File: config.mk
export PLATFORM = sky130hd
export DESIGN_NAME = pwm_audio_scheduler
export DESIGN_NICKNAME = d
export VERILOG_FILES = /design/src/rtl/pwm_audio_scheduler_pkg.sv /design/src/rtl/pwm_audio_scheduler_counter.sv /design/src/rtl/pwm_audio_scheduler.sv
export SDC_FILE = /design/constraint.sdc
export NUM_CORES = 1
export LEC_CHECK = 0
export BUFFER_PORTS_ARGS = -buffer_cell sky130_fd_sc_hd__buf_2
export CELL_PAD_IN_SITES_DETAIL_PLACEMENT = 1
export CELL_PAD_IN_SITES_GLOBAL_PLACEMENT = 1
export CORE_ASPECT_RATIO = 1.75
export CORE_MARGIN = 3
export CORE_UTILIZATION = 31
export DETAILED_ROUTE_END_ITERATION = 8
export PLACE_DENSITY_LB_ADDON = 0.1
export SYNTH_ARGS = -nofsm -noshare
export SYNTH_HDL_FRONTEND = slang
export SYNTH_SLANG_ARGS = --single-unit
export TNS_END_PERCENT = 50
File: constraint.sdc
create_clock -name clk -period 5.4 [get_ports clk]
set_clock_uncertainty 0.1 [all_clocks]
set_input_delay 0.54 -clock clk [delete_from_list [all_inputs] [get_ports clk]]
set_output_delay 0.54 -clock clk [all_outputs]
set_load 0.05 [all_outputs]
File: src/rtl/pwm_audio_scheduler_pkg.sv
// rtl/pwm_audio_scheduler_pkg.sv - shared types and constants for the PWM audio scheduler
package pwm_audio_scheduler_pkg;

    typedef enum logic [1:0] {
        ST_IDLE  = 2'd0,
        ST_FETCH = 2'd1,
        ST_LOAD  = 2'd2,
        ST_PLAY  = 2'd3
    } state_t;

    // Fill value used when the FIFO runs dry: half of full scale, i.e. 50% duty.
    function automatic int unsigned midscale(input int unsigned width);
        return 32'd1 << (width - 1);
    endfunction

    function automatic int unsigned per_width(input int unsigned periods);
        return (periods > 1) ? $clog2(periods) : 1;
    endfunction

endpackage

File: src/rtl/pwm_audio_scheduler_counter.sv
// rtl/pwm_audio_scheduler_counter.sv - PWM phase and period counters with sample boundary strobes
module pwm_audio_counter
    import pwm_audio_scheduler_pkg::*;
#(
    parameter int DATA_WIDTH         = 8,
    parameter int PERIODS_PER_SAMPLE = 4
) (
    input  logic                  clk,
    input  logic                  rst_n,
    input  logic                  clear,
    input  logic                  run,
    output logic [DATA_WIDTH-1:0] pwm_cnt,
    output logic                  prefetch_pt,
    output logic                  boundary
);

    localparam int PW = per_width(PERIODS_PER_SAMPLE);
    localparam logic [DATA_WIDTH-1:0] CNT_MAX  = '1;
    localparam logic [DATA_WIDTH-1:0] CNT_PRE  = CNT_MAX - 1'b1;
    localparam logic [PW-1:0]         PER_LAST = PW'(PERIODS_PER_SAMPLE - 1);

    logic [PW-1:0] per_cnt;
    logic          wrap;
    logic          per_last;

    assign per_last    = (per_cnt == PER_LAST);
    assign wrap        = run && (pwm_cnt == CNT_MAX);
    assign boundary    = wrap && per_last;
    // One cycle ahead of the boundary so the FIFO data is ready exactly at the wrap edge.
    assign prefetch_pt = run && per_last && (pwm_cnt == CNT_PRE);

    always_ff @(posedge clk or negedge rst_n) begin
        if (!rst_n) begin
            pwm_cnt <= '0;
            per_cnt <= '0;
        end else if (clear) begin
            pwm_cnt <= '0;
            per_cnt <= '0;
        end else if (run) begin
            pwm_cnt <= pwm_cnt + 1'b1;
            if (wrap) begin
                per_cnt <= per_last ? '0 : per_cnt + 1'b1;
            end
        end
    end

endmodule

File: src/rtl/pwm_audio_scheduler.sv
// rtl/pwm_audio_scheduler.sv - FIFO-fed PWM audio player with gapless prefetch and underrun fill
module pwm_audio_scheduler
    import pwm_audio_scheduler_pkg::*;
#(
    parameter int DATA_WIDTH         = 8,
    parameter int PERIODS_PER_SAMPLE = 4
) (
    input  logic                  clk,
    input  logic                  rst_n,
    input  logic                  enable,
    input  logic                  fifo_empty,
    input  logic [DATA_WIDTH-1:0] fifo_data,
    output logic                  fifo_r_en,
    output logic                  pwm_out,
    output logic                  playing,
    output logic                  sample_tick,
    output logic                  underrun,
    output logic [15:0]           underrun_cnt
);

    localparam logic [DATA_WIDTH-1:0] MID = DATA_WIDTH'(midscale(DATA_WIDTH));

    state_t                state_q, state_d;
    logic [DATA_WIDTH-1:0] sample_q;
    logic [DATA_WIDTH-1:0] pwm_cnt;
    logic [15:0]           underrun_cnt_q;
    logic                  pref_q;
    logic                  prefetch_pt;
    logic                  boundary;
    logic                  load_fifo;
    logic                  load_mid;

    pwm_audio_counter #(
        .DATA_WIDTH        (DATA_WIDTH),
        .PERIODS_PER_SAMPLE(PERIODS_PER_SAMPLE)
    ) u_counter (
        .clk        (clk),
        .rst_n      (rst_n),
        .clear      (state_q == ST_LOAD),
        .run        (state_q == ST_PLAY),
        .pwm_cnt    (pwm_cnt),
        .prefetch_pt(prefetch_pt),
        .boundary   (boundary)
    );

    always_comb begin
        state_d     = state_q;
        fifo_r_en   = 1'b0;
        sample_tick = 1'b0;
        underrun    = 1'b0;
        load_fifo   = 1'b0;
        load_mid    = 1'b0;
        case (state_q)
            ST_IDLE: begin
                if (enable && !fifo_empty) state_d = ST_FETCH;
            end
            ST_FETCH: begin
                fifo_r_en = 1'b1;
                state_d   = ST_LOAD;
            end
            ST_LOAD: begin
                sample_tick = 1'b1;
                load_fifo   = 1'b1;
                state_d     = ST_PLAY;
            end
            ST_PLAY: begin
                fifo_r_en = prefetch_pt && enable && !fifo_empty;
                // A sample already read must be played even if enable dropped meanwhile.
                if (boundary) begin
                    if (pref_q) begin
                        sample_tick = 1'b1;
                        load_fifo   = 1'b1;
                    end else if (enable) begin
                        sample_tick = 1'b1;
                        underrun    = 1'b1;
                        load_mid    = 1'b1;
                    end else begin
                        state_d = ST_IDLE;
                    end
                end
            end
            default: state_d = ST_IDLE;
        endcase
    end

    always_ff @(posedge clk or negedge rst_n) begin
        if (!rst_n) begin
            state_q        <= ST_IDLE;
            sample_q       <= '0;
            underrun_cnt_q <= '0;
            pref_q         <= 1'b0;
        end else begin
            state_q <= state_d;
            if (load_fifo) begin
                sample_q <= fifo_data;
            end else if (load_mid) begin
                sample_q <= MID;
            end
            if (underrun && (underrun_cnt_q != 16'hFFFF)) begin
                underrun_cnt_q <= underrun_cnt_q + 16'd1;
            end
            if ((state_q != ST_PLAY) || boundary) begin
                pref_q <= 1'b0;
            end else if (fifo_r_en) begin
                pref_q <= 1'b1;
            end
        end
    end

    assign playing      = (state_q == ST_PLAY);
    assign pwm_out      = playing && (pwm_cnt < sample_q);
    assign underrun_cnt = underrun_cnt_q;

endmodule

==> results of run 1 <==
==> layout make-up <==
class	instances	area, sq um
fillers	749	3850
multi-input cells	147	1020
flip-flops and latches	37	926
repair buffers	33	168
well taps	80	100
clock buffers	5	68.8
clock inverters	3	68.8
inverters	18	67.6
==> flip-flops by register name, summed over array words and instances (netlist names) <==
| signal | flops |
|---|---|
| state_q | 2 |
| sample_q | 8 |
| u_counter.pwm_cnt | 8 |
| underrun_cnt | 16 |
| u_counter.per_cnt | 2 |
| pref_q | 1 |
==> placed cells by master, fill, tap and decap left out, drive strengths merged <==
| cell type | instances |
|---|---|
| a2111o | 1 |
| a21boi | 1 |
| a21oi | 5 |
| a22o | 1 |
| a22oi | 1 |
| a31o | 1 |
| a31oi | 1 |
| a41o | 1 |
| and3 | 3 |
| and4 | 2 |
| buf | 33 |
| bufinv | 2 |
| clkbuf | 5 |
| dfrtp | 37 |
| ha | 16 |
| inv | 19 |
| mux2 | 3 |
| mux2i | 2 |
| nand2 | 16 |
| nand2b | 1 |
| nand3 | 8 |
| nand3b | 2 |
| nand4 | 9 |
| nor2 | 23 |
| nor2b | 3 |
| nor3 | 8 |
| nor4 | 5 |
| o21a | 1 |
| o21ai | 10 |
| o41ai | 1 |
| or3 | 1 |
| or4 | 1 |
| xnor2 | 3 |
| xor2 | 17 |
==> worst min-delay path by stage <==
| stage | startpoint | cells after the start | end | slack [ns] |
|---|---|---|---|---|
| 2_1_floorplan | rst_n | 0 | pref_q$_DFFE_PN0P_ | 0.14 |
| 3_3_place_gp | sample_q[0]$_DFFE_PN0P_ | 1 | sample_q[0]$_DFFE_PN0P_ | 0.40 |
| 3_5_place_dp | sample_q[0]$_DFFE_PN0P_ | 1 | sample_q[0]$_DFFE_PN0P_ | 0.39 |
| 4_1_cts | rst_n | 1 | underrun_cnt[4]$_DFFE_PN0P_ | 0.28 |
| 5_1_grt | rst_n | 1 | underrun_cnt[4]$_DFFE_PN0P_ | 0.31 |
| 6_report | rst_n | 1 | underrun_cnt[3]$_DFFE_PN0P_ | 0.24 |
==> metal layers <==
layer  share of wire  global-route usage  routed length (microns)
met3           0.026              0.0238                      122
met5               0                   0                        0
met1            0.39               0.156                     1840
met2            0.58               0.258                     2750
met4           0.013              0.0447                       64
==> metrics by stage <==
stage	area (sq um)	hold slack [ns]	total power, mW	cells	setup WS [ns]
final	2420	0.240	0.597	323	2.31
after global routing	2420	0.305	0.621	323	2.01
after CTS	2420	0.278	0.608	323	2.24
after detailed placement	2280	0.394	0.309	315	2.58
after global placement	2280	0.396	0.309	315	2.68
after floorplan	2020	0.144	0.296	205	2.41
==> cell families after synthesis <==
group,after synthesis
fa+ha+maj,16
xor+xnor,20
compound gates,24
buf+inv,21
mux,5
simple gates,82
flops,37
==> worst max-delay path: cells and delay by family (launching register included) <==
kind	cells	cell delay (ns)
simple gates	2	0.58
buf+inv	2	0.49
flops	1	0.39
compound gates	1	0.22
fa+ha+maj	1	0.48
==> power by group <==
part	total, mW	switching [mW]	internal (mW)	leakage, nW
logic	0.0219	0.0141	0.00774	0.765
clock network	0.295	0.109	0.186	0.0687
registers	0.281	0.000790	0.280	0.459
==> cell usage after synthesis (2+ instances only) <==
master / number
sky130_fd_sc_hd__a21oi_1: 5
sky130_fd_sc_hd__and3_1: 3
sky130_fd_sc_hd__and4_1: 2
sky130_fd_sc_hd__buf_2: 2
sky130_fd_sc_hd__dfrtp_1: 37
sky130_fd_sc_hd__ha_1: 16
sky130_fd_sc_hd__inv_1: 18
sky130_fd_sc_hd__mux2_2: 2
sky130_fd_sc_hd__mux2i_1: 2
sky130_fd_sc_hd__nand2_1: 16
sky130_fd_sc_hd__nand3_1: 8
sky130_fd_sc_hd__nand3b_1: 2
sky130_fd_sc_hd__nand4_1: 7
sky130_fd_sc_hd__nor2_1: 23
sky130_fd_sc_hd__nor2b_1: 3
sky130_fd_sc_hd__nor3_1: 8
sky130_fd_sc_hd__nor4_1: 4
sky130_fd_sc_hd__o21ai_0: 10
sky130_fd_sc_hd__xnor2_1: 3
sky130_fd_sc_hd__xor2_1: 17
==> metrics.sh, run 1 <==
ROW_COUNT=38
SYNTHESIS.YOSYS.WARNINGS=0
HOLDBUFCOUNTCTS=0
SYNTH_NETS=233
VIAS=1566
CLOCK_PATH_BUFFERS=2
SYNTHTOPCELLSBYAREA='sky130_fd_sc_hd__dfrtp_1 46%, sky130_fd_sc_hd__ha_1 9.9%, sky130_fd_sc_hd__xor2_1 7.4%'
REGTOREGSTARTPOINT='state_q[1]$_DFFE_PN0P_'
CLOCK_TREE_FROM_TRITONCTS='yes'
AREA_FRACTION_IN_COMPOUND_GATES_AFTER_SYNTHESIS=0.0748
CRITICALPATHCATEGORY='flop to output pin'
YOSYS.AREA_SHARE.ADDER=0.0989
FINALSETUPVIOLCOUNT=0
GRT_MAX_DEGREE=38
CLOCK_SINKS=37
CRIT_PATH_TOP_DELAY_CELL='sky130_fd_sc_hd__ha_1'
REG2REG_SETUP_SLACK_NS=2.93
H-TREE-DEPTH=2
CTS_ROOT_BUF='sky130_fd_sc_hd__clkbuf_8'
CRITICAL_PATH.STARTPOINT_TYPE='flop'
CRITPATHCAPTURETYPE='output pin'
DIE_WIDTH_MICRONS=67.1
UTILIZATION_OF_THE_CORE_AFTER_ROUTING=0.386
GP_CONGESTION=0.688
ANTENNADIODECOUNT=0
POSTCTSSETUPREPAIRBUFS=0
INITIAL_UTILIZATION=0.322
NUMPORTBUFFERS=32
MAX_CAP_VIOL_COUNT=0
TIMING.SLEW.HEADROOM=0.436
HOLD_CLASS='primary input to asynchronous set/reset pin'
WL_PER_CELL_MICRONS=14.8
WORST_SETUP_PATH_STARTPOINT='state_q[1]$_DFFE_PN0P_'
POST_CTS.RESIZED_INSTANCES=0
SYNTH.AREA.MUX_SHARE=0.0266
YOSYSTOPAREACELL='sky130_fd_sc_hd__dfrtp_1'
CP_SLOWEST_STAGE_DELAY_NS=0.48
CP.REQUIRED_NS=4.76
FIN_TNS_SETUP_NS=0
SYNTHESIS.INSTANCES=205
DRT-INITIAL-DRC-COUNT=31
TOTAL_LEAKAGE_POWER_nW=1.29
YS_SEQ_ELEMENTS=37
SYNTH-EDFF-COUNT=0
DRCVIOLATIONCOUNT=0
TRITONCTS.NUM_BUFFERS=5
FINAL_MAX_SLEW_VIOL_COUNT=0
POST_SYNTH_AND_OR_NAND_NOR_AREA_FRACTION=0.215
GRT_SETUP_UNREPAIRED='no'
FIRSTDRTPASSITERS=4
YS_TYPES=37
SYNTH_ASYNC_SR_FLOP_SHARE=1.00
DRIVE_GT1_FRAC=0.202
DIE_AREA_SQ_MM=0.00757
WORSTREGTOREGCELLS=5
GLOBAL_ROUTE_USAGE_OVER_ALL_LAYERS=0.140
ANT_NETS=0
TIMING.RR.END='underrun_cnt[15]$_DFFE_PN0P_'
DOMINANT_COMBINATIONAL_CELL_FAMILY_BY_AREA_AFTER_SYNTHESIS='simple AND/OR/NAND/NOR gates'
SYNTH_AREA_PER_CELL_SQ_UM=9.87
FP.COREAREA_SQ_MM=0.00628
NUMBER_OF_VIAS_PER_CELL=4.85
TIMING.CRITICAL_PATH.CELLS='ha_1 > nand4_4 > nor3_1 > a21oi_1 > inv_1 > buf_2'
MAX_FREQ_GHz=0.324
FLOORPLAN.DIE.HEIGHT_MICRONS=113
POST_SYNTH_XOR_AREA_FRACTION=0.0866
ROUTED_WIRELENGTH_MM=4.77
FLOORPLAN.IO_PINS=33
FINALCRITICALPERIOD_NS=3.09
HPWL_MM=3.66
LAYOUT_WORST_PATH_CYCLE_SHARE=0.572
WORST_TRAN_PIN_VALUE_NS=0.845
AREAGROWTHSYNTHTOFINISH_PCT=19.7
IR_WORST_VDD_mV=0.140
SEQ_AREA_FRAC_SYNTH=0.458
CRIT_PATH_MAX_FO=12
DESIGN.FINAL.NETS=270
ANTENNA_FOUND_INITIAL=0
CLK_TRANSITION_REPORTED_PATHS_NS=0.08
CRITPATHARRIVALTIME_NS=2.45
MOST_INSTANTIATED_FLIP_FLOP_CELL_IN_THE_SYNTHESIS_NETLIST='sky130_fd_sc_hd__dfrtp_1'
RUN_STATUS='finished, final reports clean'
INSERTION_DELAY_NS=0.29
GRT_TOTAL_OVFL=0
FIRST_GLOBAL_VIAS=1660
GLOBAL_ROUTE_WIRE_LENGTH_BEFORE_REPAIR_MM=8.13
SYNTH_LARGEST_TYPE_AREA_FRACTION=0.458
WORST_SETUP_PATH_ENDPOINT='sample_tick'
SYN_AREA_SQ_MM=0.00202
POWER-PER-CELL-AREA_mW_PER_MM2=247
HOLD_VIOL=0
(Power assumes the default switching activity.)
==> inputs of run 2 (changes only) <==
clock period = 2.6 ns   (was 5.4 ns; I/O delays follow)
==> run 2 against run 1 <==
The run now ends with hold timing left. Via count grew 1.3%. Worst setup slack got worse by 2.2 ns. Combinational power rose by 110%. Final cell count increased by 1.2%. Wire length shrank 0.15%. Clock power is 79% higher. Utilization increased by 0.42 points. Cell area up 1.1%. Register-to-register slack got worse by 2.6 ns. Critical endpoint is now pwm_out. Largest power group is now registers.
==> metrics.sh, run 2 (synthesis results as in run 1) <==
CRITPATHARRIVALTIME_NS=2.09
H-TREE-DEPTH=2
DIE_WIDTH_MICRONS=67.1
CRITICALPATHCATEGORY='flop to output pin'
CLOCK_SINKS=37
TIMING.SLEW.HEADROOM=0.440
WORST_TRAN_PIN_VALUE_NS=0.839
ANTENNA_FOUND_INITIAL=0
DRT-INITIAL-DRC-COUNT=24
GRT_TOTAL_OVFL=0
POWER.CLOCK.FRACTION=0.457
CLOCK_TREE_FROM_TRITONCTS='yes'
DESIGN.FINAL.NETS=274
INTERNAL_POWER_mW=0.910
FAILED_CHECKS='hold timing'
CTS_ROOT_BUF='sky130_fd_sc_hd__clkbuf_8'
GRT_SETUP_UNREPAIRED='no'
CP.REQUIRED_NS=2.24
ANTENNADIODECOUNT=0
RUN_STATUS='finished, violations left'
FP.COREAREA_SQ_MM=0.00628
FINAL_MAX_SLEW_VIOL_COUNT=0
DESIGN_POWER_TOTAL_mW=1.16
NUMBER_OF_VIAS_PER_CELL=4.85
FIRST_GLOBAL_VIAS=1693
GRT_MAX_DEGREE=38
GP_CONGESTION=0.736
LAYOUT_SETUP_WS_NS=0.148
ROUTED_WIRELENGTH_MM=4.76
MOST_COMMON_LIBRARY_CELL_IN_THE_LAYOUT_IGNORING_FILL_AND_TAPS='sky130_fd_sc_hd__dfrtp_1'
ROW_COUNT=38
SWSHARE=0.214
GLOBAL_ROUTE_WIRE_LENGTH_BEFORE_REPAIR_MM=8.06
FINALCRITICALPERIOD_NS=2.45
GLOBAL_ROUTE_USAGE_OVER_ALL_LAYERS=0.140
HOLD_VIOL=37
AREAGROWTHSYNTHTOFINISH_PCT=21.0
DP_SLACK_NS=0.271
FLOORPLAN.DIE.HEIGHT_MICRONS=113
TRITONCTS.NUM_BUFFERS=5
HOLD_CLASS='primary input to asynchronous set/reset pin'
CRIT_PATH_MAX_FO=4
ANT_NETS=0
COMB_POWER_SHARE=0.040
UTILIZATION_OF_THE_CORE_AFTER_ROUTING=0.390
VIAS=1587
HOLDBUFCOUNTCTS=0
TOTAL_LEAKAGE_POWER_nW=1.30
HPWL_MM=3.71
INITIAL_UTILIZATION=0.322
HOLD-WORST-SLACK_NS=-0.0310
FILLER_CELL_COUNT=744
INSERTION_DELAY_NS=0.29
FIN_TNS_SETUP_NS=0
MAX_FREQ_GHz=0.408
FINALSETUPVIOLCOUNT=0
WL_PER_CELL_MICRONS=14.6
CLK_TRANSITION_REPORTED_PATHS_NS=0.08
DRIVE_GT1_FRAC=0.227
SWITCHING_POWER_mW=0.248
MAX_CAP_VIOL_COUNT=0
CRITPATHCAPTURETYPE='output pin'
DRCVIOLATIONCOUNT=0
POWER-PER-CELL-AREA_mW_PER_MM2=473
FIRSTDRTPASSITERS=4
POWER.SHARE.SEQUENTIAL=0.503
LAYOUT_COMMON_CELLS='37 x sky130_fd_sc_hd__dfrtp_1, 32 x sky130_fd_sc_hd__buf_2, 23 x sky130_fd_sc_hd__nor2_1, 18 x sky130_fd_sc_hd__inv_1, 17 x sky130_fd_sc_hd__xor2_1'
NUMPORTBUFFERS=32
FLOORPLAN.IO_PINS=33
LAYOUT_WORST_PATH_CYCLE_SHARE=0.943
CRITICAL_PATH.STARTPOINT_TYPE='flop'
DIE_AREA_SQ_MM=0.00757
LARGEST_REGISTER_FFS=16
IR_WORST_VDD_mV=0.358
CLOCK_PATH_BUFFERS=2
-- run 2: cell types whose count changed in the layout (fill, tap and decap cells not counted), sizes merged --
cell,change
buf,+4
clkbuf,+1
inv,-1
bufinv,-1
clkinvlp,+1
-- run 2: area by class of cell --
class | instances | area, sq um | area share
Multi-Input combinational cell | 147 | 1040 | 0.424
Sequential cell | 37 | 926 | 0.378
Timing Repair Buffer | 37 | 198 | 0.0807
Tap cell | 80 | 100 | 0.0409
Clock buffer | 6 | 82.6 | 0.0337
Inverter | 18 | 67.6 | 0.0276
Clock inverter | 2 | 37.5 | 0.0153
-- run 2: routing by layer --
layer / part of all wire / GRT usage / wire length, microns
met5: 0 / 0 / 0
met2: 0.58 / 0.264 / 2770
met1: 0.37 / 0.149 / 1770
met4: 0.015 / 0.0447 / 70
met3: 0.032 / 0.0288 / 154
-- run 2: metrics by stage --
step / instance area, sq um / cells
finish: 2450 / 327
global route: 2450 / 327
CTS: 2440 / 327
detailed placement: 2320 / 319
global placement: 2320 / 319
floorplan: 2030 / 205
-- run 2: critical path, stage by stage, from the launching register on --
cell and delay [ns]:
sky130_fd_sc_hd__dfrtp_1 0.45, sky130_fd_sc_hd__ha_1 0.31, sky130_fd_sc_hd__and3_1 0.20, sky130_fd_sc_hd__a2111o_1 0.42, sky130_fd_sc_hd__a31oi_2 0.15, sky130_fd_sc_hd__buf_2 0.28
-- run 2: path summary, 6_finish.rpt --
path / depth (start not counted) / slack (ns) / start / end
min reg2reg: 1 / 0.41 / sample_q[0]$_DFFE_PN0P_ / sample_q[0]$_DFFE_PN0P_
max in group asynchronous: 1 / 1.90 / rst_n / pref_q$_DFFE_PN0P_
max: 5 / 0.15 / u_counter.pwm_cnt[6]$_DFFE_PN0P_ / pwm_out
min: 1 / -0.03 / rst_n / underrun_cnt[2]$_DFFE_PN0P_
min in group clk: 3 / 0.07 / fifo_data[6] / sample_q[6]$_DFFE_PN0P_
max reg2reg: 5 / 0.35 / u_counter.pwm_cnt[1]$_DFFE_PN0P_ / underrun_cnt[15]$_DFFE_PN0P_
-- run 2: timing repair --
action,4_1_cts,5_1_grt
buffers inserted,0,0
resized for setup,1,1
endpoints found under the setup margin,1,1
-- run 2: power by group through the flow --
stage,clock [mW],sequential [mW],combinational (mW)
global placement,0,0.594,0.0472
CTS,0.554,0.583,0.0489
global route,0.580,0.583,0.0541
floorplan,0,0.594,0.0214
finish,0.529,0.583,0.0461
detailed placement,0,0.594,0.0484
==> inputs of run 3 (changes only) <==
CORE_ASPECT_RATIO = not set   (was 1.75)
==> run 3 against run 2 <==
Register-to-register slack got worse by 0.09 ns. Via count decreased by 1.1%. Critical path type unchanged. Cell area decreased by 0.41%. Utilization increased by 0.76 points. The run still ends with hold timing left. Non-clock buffer count decreased by 1. Highest routed layer unchanged. Global-route usage decreased by 0.35 points.
==> metrics.sh, run 3 (synthesis results as in run 1) <==
MULTI_INPUT_AREA_SQ_MM=0.00104
INITIAL_UTILIZATION=0.330
DRCVIOLATIONCOUNT=0
CLOCK_PATH_BUFFERS=2
GRT_TOTAL_OVFL=0
FINALCRITICALPERIOD_NS=2.44
ANTENNADIODECOUNT=0
CRITICAL_PATH.STARTPOINT_TYPE='flop'
MOST_COMMON_LIBRARY_CELL_IN_THE_LAYOUT_IGNORING_FILL_AND_TAPS='sky130_fd_sc_hd__dfrtp_1'
LAYOUT_COMMON_CELLS='37 x sky130_fd_sc_hd__dfrtp_1, 32 x sky130_fd_sc_hd__buf_2, 23 x sky130_fd_sc_hd__nor2_1, 18 x sky130_fd_sc_hd__inv_1, 17 x sky130_fd_sc_hd__xor2_1'
DIE_WIDTH_MICRONS=86.8
ROUTED_WIRELENGTH_MM=4.66
ROW_COUNT=28
CP_SLOWEST_STAGE_DELAY_NS=0.43
POSTLAYOUTCELLAREA_SQ_MM=0.00244
RUN_STATUS='finished, violations left'
TIMING.SLEW.HEADROOM=0.285
ROUTE.TOP_LAYER_USED='met4'
PLACED_CELLS=313
FAILED_CHECKS='hold timing'
FILLER_CELL_COUNT=708
DESIGN.FINAL.NETS=273
ANTENNA_FOUND_INITIAL=0
INSERTION_DELAY_NS=0.29
MET1_LENGTH_MM=2.15
LARGEST_REGISTER_FFS=16
GRT_SETUP_UNREPAIRED='no'
WORST_TRAN_PIN_VALUE_NS=1.06
CLK_TRANSITION_REPORTED_PATHS_NS=0.08
HOLD_CLASS='primary input to asynchronous set/reset pin'
DETAILROUTE.WIRELENGTH.MET2_MM=2.29
ROUTE.MET3.WL_MICRONS=146
HOLD-WORST-SLACK_NS=-0.0410
NUMPORTBUFFERS=32
FF_LATCH_AREA_SQ_UM=926
HOLD_VIOL=37
DRIVE_GT1_FRAC=0.220
HPWL_MM=3.47
TOTAL_LEAKAGE_POWER_nW=1.30
VIAS=1570
CRIT_PATH_MAX_FO=4
CRITICALPATHCATEGORY='flop to output pin'
TIMING.CRITICAL_PATH.CELLS='ha_1 > and3_1 > a2111o_1 > a31oi_2 > buf_2'
FINAL_STD_CELLS_W_O_FILL=321
MAX_CAP_VIOL_COUNT=0
FLOORPLAN.DIE.HEIGHT_MICRONS=86.8
AREAGROWTHSYNTHTOFINISH_PCT=20.5
WL_PER_CELL_MICRONS=14.5
FLOORPLAN.IO_PINS=33
POWER-PER-CELL-AREA_mW_PER_MM2=473
HOLDBUFCOUNTCTS=0
CLOCK_SINKS=37
MAX_FREQ_GHz=0.410
CLOCK_TREE_FROM_TRITONCTS='yes'
IR_WORST_VDD_mV=0.292
GP_CONGESTION=0.718
FIN_TNS_SETUP_NS=0
FINAL_MAX_SLEW_VIOL_COUNT=0
FIRST_GLOBAL_VIAS=1644
CRITPATHARRIVALTIME_NS=2.08
DIE_AREA_SQ_MM=0.00753
LAYOUT_WORST_PATH_CYCLE_SHARE=0.937
FINALSETUPVIOLCOUNT=0
FIRSTDRTPASSITERS=4
GRT_MAX_DEGREE=38
CRIT_PATH_TOP_DELAY_CELL='sky130_fd_sc_hd__dfrtp_1'
CTS_ROOT_BUF='sky130_fd_sc_hd__clkbuf_8'
CRITPATHCAPTURETYPE='output pin'
DRT-INITIAL-DRC-COUNT=35
GLOBAL_ROUTE_USAGE_OVER_ALL_LAYERS=0.137
NUMBER_OF_VIAS_PER_CELL=4.89
POSTCTSSETUPREPAIRBUFS=0
GLOBAL_ROUTE_WIRE_LENGTH_BEFORE_REPAIR_MM=8.09
TRITONCTS.NUM_BUFFERS=5
FP.COREAREA_SQ_MM=0.00613
DPL-INSTANCE-AREA_SQ_MM=0.00231
ANT_NETS=0
H-TREE-DEPTH=2
CP.REQUIRED_NS=2.24
## run 3: changes by cell type in the layout (fill, tap and decap cells not counted), sizes merged
cell / change
clkbuf: +1
buf: -1
clkinvlp: -1
## run 3: worst max-delay path, delay by kind of cell, from the launching register on
kind | cells | cell delay (ns)
adders and majority gates | 1 | 0.30
AOI/OAI and AO/OA | 2 | 0.57
DFF | 1 | 0.43
and+or+nand+nor | 1 | 0.19
buffers and inverters | 1 | 0.29
## run 3: final timing paths
kind / start / endpoint / slack [ns] / depth (start not counted)
max in group asynchronous: rst_n / state_q[1]$_DFFE_PN0P_ / 1.92 / 1
min in group clk: fifo_data[2] / sample_q[2]$_DFFE_PN0P_ / 0.07 / 3
worst min register to register: sample_q[0]$_DFFE_PN0P_ / sample_q[0]$_DFFE_PN0P_ / 0.41 / 1
worst min-delay path: rst_n / underrun_cnt[4]$_DFFE_PN0P_ / -0.04 / 1
worst max register to register: state_q[1]$_DFFE_PN0P_ / underrun_cnt[11]$_DFFE_PN0P_ / 0.26 / 7
worst max-delay path: u_counter.pwm_cnt[6]$_DFFE_PN0P_ / pwm_out / 0.16 / 5
## run 3: layout make-up
cell class                      instances  share of cell area
Multi-Input combinational cell        147               0.428
Tap cell                               75              0.0385
Inverter                               18              0.0277
Clock buffer                            7              0.0354
Clock inverter                          1              0.0123
Sequential cell                        37               0.380
Timing Repair Buffer                   36              0.0780
## run 3: power by group
part	leakage [nW]	switching, mW	internal [mW]
logic	0.780	0.0289	0.0164
registers	0.459	0.00169	0.581
clock network	0.0585	0.211	0.313
total	1.30	0.242	0.911
## run 3: repair_timing
item                       in CTS  in global routing
resized for setup               1                  2
setup endpoints to repair       1                  1
pin swaps                       0                  0
## run 3: per-stage QoR
stage | utilization | hold WS [ns] | power (mW) | setup slack (ns)
finish | 0.398 | -0.0410 | 1.15 | 0.164
global route | 0.398 | 0.0324 | 1.21 | 0.0357
CTS | 0.396 | 0.00425 | 1.18 | 0.104
detailed placement | 0.376 | 0.330 | 0.642 | 0.208
floorplan | - | -0.136 | 0.615 | 0.103
global placement | 0.376 | 0.322 | 0.641 | 0.192
## run 3: layer usage
metal | track usage | vias up
li1 | - | 786
met1 | 0.171 | 749
met2 | 0.233 | 27
met3 | 0.0285 | 8
met4 | 0.0467 | 0
met5 | 0 | -
